## config.mk

```make
export PLATFORM = sky130hd
export DESIGN_NAME = control_state_machine
export DESIGN_NICKNAME = d
export VERILOG_FILES = /design/src/rtl/control_state_machine.sv
export SDC_FILE = /design/constraint.sdc
export NUM_CORES = 1
export LEC_CHECK = 0
export BUFFER_PORTS_ARGS = -buffer_cell sky130_fd_sc_hd__buf_2
export CORE_MARGIN = 4
export CORE_UTILIZATION = 48
export DETAILED_ROUTE_END_ITERATION = 8
export GPL_TIMING_DRIVEN = 1
export MAX_ROUTING_LAYER = met4
export PLACE_DENSITY = 0.76
export RECOVER_POWER = 50
export SLEW_MARGIN = 10
export SYNTH_ARGS = -nofsm -noshare
export SYNTH_HDL_FRONTEND = slang
export SYNTH_SLANG_ARGS = --single-unit
```

## constraint.sdc

```tcl
create_clock -name clk -period 1.77 [get_ports clk]
set_input_delay 0.354 -clock clk [delete_from_list [all_inputs] [get_ports clk]]
set_output_delay 0.354 -clock clk [all_outputs]
set_load 0.01 [all_outputs]
```

## src/rtl/control_state_machine.sv

```systemverilog
// Instruction sequencing FSM: walks fetch/decode/execute micro-steps and
// publishes the state word that drives the control-signal decoder.
module control_state_machine #(
    parameter int STATE_WIDTH = 5,
    parameter int COUNT_WIDTH = 16
) (
    input  logic                   clk,
    input  logic                   reset,
    input  logic [15:0]            opcode,
    input  logic                   run,
    output logic [STATE_WIDTH-1:0] state,
    output logic                   halted,
    output logic                   illegal_opcode,
    output logic [COUNT_WIDTH-1:0] instr_count
);

    typedef enum logic [4:0] {
        S_RESET           = 5'd0,
        S_IDLE            = 5'd1,
        S_FETCH_1         = 5'd2,
        S_FETCH_2         = 5'd3,
        S_DECODE          = 5'd4,
        S_ALU_OPERATION   = 5'd5,
        S_ALU_IMMEDIATE   = 5'd6,
        S_STORE_RESULT_1  = 5'd7,
        S_STORE_RESULT_2  = 5'd8,
        S_COPY_REGISTER   = 5'd9,
        S_FETCH_IMMEDIATE = 5'd10,
        S_FETCH_ADDRESS_1 = 5'd11,
        S_FETCH_ADDRESS_2 = 5'd12,
        S_FETCH_MEMORY    = 5'd13,
        S_FETCH_ADDRESS_3 = 5'd14,
        S_FETCH_ADDRESS_4 = 5'd15,
        S_STORE_MEMORY    = 5'd16,
        S_TEMP_FETCH      = 5'd17,
        S_TEMP_STORE      = 5'd18,
        S_LOAD_JUMP_1     = 5'd19,
        S_LOAD_JUMP_2     = 5'd20,
        S_EXECUTE_JUMP    = 5'd21,
        S_HALT            = 5'd22
    } state_t;

    typedef enum logic [3:0] {
        C_ALU_REG,
        C_ALU_IMM,
        C_ALU_MEM,
        C_MOVE,
        C_LOAD_IMM,
        C_LOAD_MEM,
        C_STORE,
        C_JUMP,
        C_NOP,
        C_HALT,
        C_ILLEGAL
    } op_class_t;

    localparam logic [4:0] OP_MULTIPLY = 5'b00110;
    localparam logic [4:0] OP_MOVE     = 5'b10000;
    localparam logic [4:0] OP_LOAD     = 5'b10001;
    localparam logic [4:0] OP_STORE    = 5'b10010;
    localparam logic [4:0] OP_JUMP     = 5'b10011;
    localparam logic [4:0] OP_NOP      = 5'b10100;
    localparam logic [4:0] OP_HALT     = 5'b11111;

    state_t    state_q;
    state_t    state_d;
    state_t    end_state;
    op_class_t op_class;
    logic      is_multiply;
    logic      mem_alu_q;
    logic      mem_alu_d;
    logic      set_illegal;
    logic      unused_opcode_bits;

    assign unused_opcode_bits = ^opcode[8:0];

    always_comb begin
        op_class = C_ILLEGAL;
        if (!opcode[15]) begin
            case (opcode[10:9])
                2'b00:   op_class = C_ALU_REG;
                2'b01:   op_class = C_ALU_IMM;
                2'b10:   op_class = C_ALU_MEM;
                default: op_class = C_ILLEGAL;
            endcase
        end else begin
            case (opcode[15:11])
                OP_MOVE: op_class = C_MOVE;
                OP_LOAD: begin
                    case (opcode[10:9])
                        2'b01:   op_class = C_LOAD_IMM;
                        2'b10:   op_class = C_LOAD_MEM;
                        default: op_class = C_ILLEGAL;
                    endcase
                end
                OP_STORE: op_class = C_STORE;
                OP_JUMP:  op_class = C_JUMP;
                OP_NOP:   op_class = C_NOP;
                OP_HALT:  op_class = C_HALT;
                default:  op_class = C_ILLEGAL;
            endcase
        end
    end

    assign is_multiply = (opcode[15:11] == OP_MULTIPLY);

    // Instruction boundary: run is only looked at here.
    assign end_state = run ? S_FETCH_1 : S_IDLE;

    // ALU-mem and LOAD-mem share the address fetch; mem_alu_q remembers which
    // one was decoded so opcode need not be held stable afterwards.
    always_comb begin
        state_d     = state_q;
        mem_alu_d   = mem_alu_q;
        set_illegal = 1'b0;
        case (state_q)
            S_RESET, S_IDLE:   state_d = end_state;
            S_FETCH_1:         state_d = S_FETCH_2;
            S_FETCH_2:         state_d = S_DECODE;
            S_DECODE: begin
                case (op_class)
                    C_ALU_REG:  state_d = S_ALU_OPERATION;
                    C_ALU_IMM:  state_d = S_ALU_IMMEDIATE;
                    C_ALU_MEM: begin
                        state_d   = S_FETCH_ADDRESS_1;
                        mem_alu_d = 1'b1;
                    end
                    C_MOVE:     state_d = S_COPY_REGISTER;
                    C_LOAD_IMM: state_d = S_FETCH_IMMEDIATE;
                    C_LOAD_MEM: begin
                        state_d   = S_FETCH_ADDRESS_1;
                        mem_alu_d = 1'b0;
                    end
                    C_STORE:    state_d = S_FETCH_ADDRESS_3;
                    C_JUMP:     state_d = S_LOAD_JUMP_1;
                    C_NOP:      state_d = end_state;
                    C_HALT:     state_d = S_HALT;
                    default: begin
                        state_d     = S_HALT;
                        set_illegal = 1'b1;
                    end
                endcase
            end
            S_ALU_OPERATION:   state_d = S_STORE_RESULT_1;
            S_ALU_IMMEDIATE:   state_d = S_STORE_RESULT_1;
            S_STORE_RESULT_1:  state_d = is_multiply ? S_STORE_RESULT_2 : end_state;
            S_STORE_RESULT_2:  state_d = end_state;
            S_COPY_REGISTER:   state_d = end_state;
            S_FETCH_IMMEDIATE: state_d = end_state;
            S_FETCH_ADDRESS_1: state_d = S_FETCH_ADDRESS_2;
            S_FETCH_ADDRESS_2: state_d = mem_alu_q ? S_TEMP_FETCH : S_FETCH_MEMORY;
            S_FETCH_MEMORY:    state_d = end_state;
            S_TEMP_FETCH:      state_d = S_TEMP_STORE;
            S_TEMP_STORE:      state_d = end_state;
            S_FETCH_ADDRESS_3: state_d = S_FETCH_ADDRESS_4;
            S_FETCH_ADDRESS_4: state_d = S_STORE_MEMORY;
            S_STORE_MEMORY:    state_d = end_state;
            S_LOAD_JUMP_1:     state_d = S_LOAD_JUMP_2;
            S_LOAD_JUMP_2:     state_d = S_EXECUTE_JUMP;
            S_EXECUTE_JUMP:    state_d = end_state;
            S_HALT:            state_d = S_HALT;
            default: begin
                state_d     = S_HALT;
                set_illegal = 1'b1;
            end
        endcase
    end

    always_ff @(posedge clk or posedge reset) begin
        if (reset) begin
            state_q        <= S_RESET;
            mem_alu_q      <= 1'b0;
            illegal_opcode <= 1'b0;
            instr_count    <= '0;
        end else begin
            state_q   <= state_d;
            mem_alu_q <= mem_alu_d;
            if (set_illegal) begin
                illegal_opcode <= 1'b1;
            end
            if (state_q == S_FETCH_2) begin
                instr_count <= instr_count + 1'b1;
            end
        end
    end

    assign state  = STATE_WIDTH'(state_q);
    assign halted = (state_q == S_HALT);

endmodule
```

==> Word level (Yosys, flattened, before mapping) <==
Cells that the tools add are included.
{ "totals": {"regBits": 23, "in_bits": 19, "output_inout_bits": 23} }
{ "op_classes": {"n_addsub": 1, "eq_ne": 40, "n_mux": 12, "reduce_logical": 10} }
{ "op_table": {"columns": ["op", "n"], "rows": [
  ["5-bit equality test, second input constant", 13],
  ["5-bit case mux with 13 select lines", 1],
  ["5-bit by 4-bit equality test with 1-bit output, second input constant", 8],
  ["5-bit case mux with 8 select lines", 1],
  ["5-bit by 3-bit equality test with 1-bit output, second input constant", 5],
  ["4-bit case mux with 6 select lines", 1],
  ["22-bit OR reduction", 1],
  ["16-bit by 1-bit adder with 16-bit output, second input constant", 1],
  ["4-bit by 3-bit equality test with 1-bit output, second input constant", 4],
  ["4-bit case mux with 3 select lines", 1],
  ["5-bit by 2-bit equality test with 1-bit output, second input constant", 2],
  ["10-bit OR reduction", 1],
  ["9-bit OR reduction", 1],
  ["4-bit by 2-bit equality test with 1-bit output, second input constant", 2],
  ["4-bit equality test, second input constant", 2],
  ["4-bit two-way mux", 2],
  ["4-bit case mux with 2 select lines", 1],
  ["5-bit by 1-bit equality test with 1-bit output, second input constant", 1],
  ["5-bit logical NOT", 1],
  ["5-bit two-way mux", 1],
  ["4-bit by 1-bit equality test with 1-bit output, second input constant", 1],
  ["4-bit logical NOT", 1],
  ["1-bit case mux with 2 select lines", 2],
  ["2-bit OR reduction", 2],
  ["other kinds (7)", 7]
]} }

==> Longest topological paths before layout <==
{ "depth": {"word_depth": 8, "mapped_depth": 7, "depth_no_buf": 7} }

==> Worst setup path after synthesis <==
No wires, ideal clock.
{ "synth_path": {"path_type": "input to register", "from": "in opcode[15]", "to": "reg state_q[1], in the netlist state[1]", "setup_time_ps": 126, "t_arrival_ps": 1737, "setup_slack_ps": -93, "stages": 6, "path_buffers": 1, "path_cell_list": "buf_4 > or3b_4 > o32ai_4 > or2_4 > o211ai_2 > a221o_1"} }
{ "synth_via": {"elab_chain_len": 7, "elab_cells_between_ends": 22} }
{ "synth_lines": {"columns": ["element", "line", "text"], "rows": [
  ["start: declaration", "9", "input logic [15:0] opcode,"],
  ["5-bit equality test", "87", "case (opcode[15:11])"],
  ["4-bit case mux with 6 select lines", "87", null],
  ["4-bit two-way mux", "79", "if (!opcode[15]) begin"],
  ["4-bit by 3-bit equality test with 1-bit output or 4-bit by 2-bit equality test with 1-bit output (tied branches)", "121", "case (op_class)"],
  ["2-bit OR reduction (no source line)", null, null],
  ["5-bit case mux with 8 select lines", "121", null],
  ["5-bit case mux with 13 select lines (*)", "116", "case (state_q)"],
  ["named net state_d[1]", "66", "state_t state_d;"],
  ["end signal: assignment", "176", "state_q <= state_d;"],
  ["end: declaration", "65", "state_t state_q;"]
]} }
Mark *: on every way through the listed nets, which the timed path passes. The rest lies on a longest branch.
A chain may end at the register's enable or synchronous reset.

==> Worst setup path after layout <==
{ "layout_path": {"from": "reg state_q[2], in the netlist state[2]", "to": "out halted"} }
{ "layout_via": {"elab_chain_len": 1} }
{ "layout_lines": {"columns": ["element", "line", "text"], "rows": [
  ["5-bit equality test", "188", "assign halted = (state_q == S_HALT);"],
  ["end: declaration", "12", "output logic halted,"]
]} }
No other way between the ends.

==> reports/summary.md <==
The run gives 3 as the clock buffer count from CTS. Total placed cells including tap cells: 285. The count of final max-slew check failures was 0. The DRC marker count from the first detailed-route iteration was 107; the via density per instance was 5.30. The number of enable-type register cells in the synthesized netlist is 0, and the post-synthesis async set-or-reset flop share is 100%. The latest clock arrival within the worst-skew pair came out at 0.31 ns. The run gives 295 as the count of placed standard cells in the final layout, fillers left out. The mean instance size in the synthesized netlist came out at 8.98 um^2. The logs give 0 for the hold buffer count at cts and 42 for the number of top-level design ports. The worst path buffer plus inverter count is 1, and the total of fill cells in the finished design is 316.

The routed via count is 1564, and the pin count of the biggest net entering global routing is 24. The number of max-capacitance violations reported is 0, and the post-synth net total is 212. After clock tree synthesis, the clock-pin slew on the worst setup and hold paths is 0.12 ns. TritonCTS built the clock tree.

The maximum single-stage delay on the critical path came out at 0.50 ns. The largest individual stage delay along the critical path comes from the cell dfrtp_2. STA puts the critical path data arrival time at 1.35 ns. In this run the worst path has a maximum fanout of 12. The flow ran to the end, and the final reports show no timing, DRC or antenna violations. After synthesis, the cell types taking the most area are dfrtp_1 (34%), xor2_1 (4.6%), nand2_1 (4.2%).

The final critical path takes up 96.2% of the cycle. The share of synthesized area occupied by flip-flops and latches was 33.9%. Setup repair after global routing could not meet its margin everywhere.

The routed design has 3.86 mm of wire. The tools report the count of clock tree sinks as 23. The number of I/O port buffers is 32, and the overall die height is 67.5 um. The cell depth of the worst min-delay path is 2.

For the full die area, the log shows 4550 um^2. The initialized floorplan defines 21 standard-cell rows. Post-detailed-route wirelength per cell: 13.1 um. The most used flip-flop cell after synthesis is dfrtp_1.

In this run the biggest area consumer among cell types represents 33.9% of the synthesized area. The power per unit of standard cell area is 418 nW/um^2. The cell family contributing the most delay on the critical path is flip-flops. Post-synthesis cell type count: 57.

Routability-driven placement finished with a final weighted congestion of 0.820. STA classifies the critical path endpoint as a primary output. The run gives 18.5% as the all-layer global routing usage. Traced cell by cell, the critical path runs through nor2b_4, and4b_1, buf_2. The maximum clock path buffer count came out at 2. The initial cell density of the core came out at 50.5%. End-of-flow core utilization: 64.0%. Timing would allow up to 0.587 GHz. The worst setup path is of the register to primary output kind. The most numerous cell in the Yosys netlist was dfrtp_1.

For the maximum level of the CTS H-tree, the log shows 1. Clock tree synthesis selected as its root buffer the cell clkbuf_4. The largest area contributor in the synthesized netlist is dfrtp_1. The type of the tightest min-delay check was input port to register. After technology mapping, the gate count stands at 189.

The tools report the number of hold-slack violations in the final timing report as 0. By count the netlist is led by dfrtp_1 (23), nand2_1 (19), nor2_1 (18), a21oi_1 (10). The slew at the pin closest to its max-slew limit was 1.17 ns; the diode insertion count for antenna repair was 0. After legalization and detailed placement, the total HPWL measured 2.93 mm. The worst path needs 1.70 ns of the cycle, external delays included. On the final layout, the worst clock skew is 0.00586 ns. The logs give 0 for the initial antenna violation count and 6.35 mm for the wire length of the first global-routing pass. Global-route congestion overflow total: 0. The proportion of layout cells with a drive suffix above 1 came out at 32.9%. The run gives 0 as the remaining design rule violation count. The via count of the first global-routing pass is 1408. Relative area change from synthesis to final layout: 26.8%. The logs give 1.42 ns for the worst endpoint required time and 273 for the number of nets in the final layout. Total of warnings raised by yosys: 0. The mapped netlist covers 1700 um^2. The number of antenna-violating nets in the routed design is 0.

Floorplan die width: 67.5 um. The cell count of the worst reg-to-reg path is 6, and the peak supply drop is 0.374 mV. The synthesized design contains 23 register bits. The final count of negative-setup-slack endpoints is 0, and the number of cells on the critical path is 3. STA classifies the critical path startpoint as a register. Measured against its own limit, the worst slew margin works out to 21.9%. The floorplan step defined a core boundary enclosing 3360 um^2. The run gives 4 as the number of detailed-routing iterations run before antenna repair. In this run the static leakage power is 0.00101 uW.
per-stage QoR:
stage | hold slack [ns] | instance area [um^2] | TNS, ns | power, uW | worst slack, ns
finish | 0.378 | 2150 | 0 | 900 | 0.0664
global route | 0.377 | 2150 | -0.0518 | 952 | -0.0264
CTS | 0.0538 | 2070 | 0 | 910 | 0.0197
detailed placement | 0.402 | 2040 | -0.527 | 673 | -0.177
global placement | 0.399 | 2040 | -0.484 | 672 | -0.163
floorplan | 0.356 | 1710 | -0.0372 | 617 | -0.0372
flip-flops by register name, indices dropped and copies added (netlist names):
signal and cells:
instr_count 16, mem_alu_q 1, state 5, illegal_opcode 1
routing by layer:
layer | routed length (um) | share of wire (%) | track usage (%)
met1 | 1790 | 46 | 24.5
met2 | 1890 | 49 | 29.3
met3 | 157 | 4.1 | 3.83
met4 | 19 | 0.49 | 3.54
met5 | 0 | 0 | -
power by group:
part / switching (uW) / total (uW) / internal, uW
sequential: 0 / 525 / 525
combinational: 71.2 / 137 / 65.4
clock: 150 / 238 / 88.1
path summary, 6_finish.rpt:
check,slack (ns),start,endpoint
min reg2reg,0.48,instr_count[15],instr_count[15]
min,0.38,run,state[1]
max,0.07,state[2],halted
max reg2reg,0.11,state[3],instr_count[13]
min in group asynchronous,0.39,reset,state[2]
max in group asynchronous,0.61,reset,state[0]
cells in the final DEF (no fill, tap or decap), types with 2 or more instances in the layout:
cell      netlist  routed
buf_4           1      32
buf_2           2      24
dfrtp_1        23      21
nand2_1        19      19
nor2_1         18      17
a21oi_1        10      10
clkbuf_1        1      10
xor2_1          9       9
o21ai_0         9       9
xnor2_1         8       8
inv_1           8       7
nand3_1         5       5
nand2b_1        4       4
nor3_1          4       4
nand4_1         4       4
o22ai_1         4       4
nor3b_2         2       3
a221oi_1        3       3
a31oi_1         3       3
ha_1            4       3
clkbuf_4        0       3
nor4_1          3       2
and2b_1         2       2
nor2b_1         3       2
a32oi_1         2       2
dfrtp_2         0       2
logic make-up (layout without fill, tap and decap cells):
kind of cell	Yosys count	in the layout	share of synthesized area [%]
fa+ha+maj	4	4	2.95
simple gates	78	78	25.3
xor+xnor	17	17	8.77
compound gates	47	47	20.4
buf+inv	18	78	7.37
mux	2	2	1.25
flops	23	23	33.9
timing repair:
action	4_1_cts	5_1_grt
hold endpoints to repair	0	0
setup buffers	0	6
pin swaps	0	1
endpoints found under the setup margin	1	5
gates resized for setup	3	9
worst register-to-register path: stages, from the launching register on:
cell       delay (ns)
dfrtp_1          0.41
nand4bb_4        0.25
nor4_2           0.25
buf_4            0.17
nand4_1          0.16
nor2_1           0.17
xor2_1           0.17
layout make-up:
| cell class | count | area [um^2] | share of cell area, % |
|---|---|---|---|
| multi-input cells | 148 | 1060 | 49.0 |
| flip-flops and latches | 23 | 578 | 26.8 |
| repair buffers | 66 | 405 | 18.8 |
| well taps | 46 | 57.6 | 2.67 |
| inverters | 8 | 30.0 | 1.39 |
| clock buffers | 4 | 26.3 | 1.22 |
(Power assumes the default switching activity.)
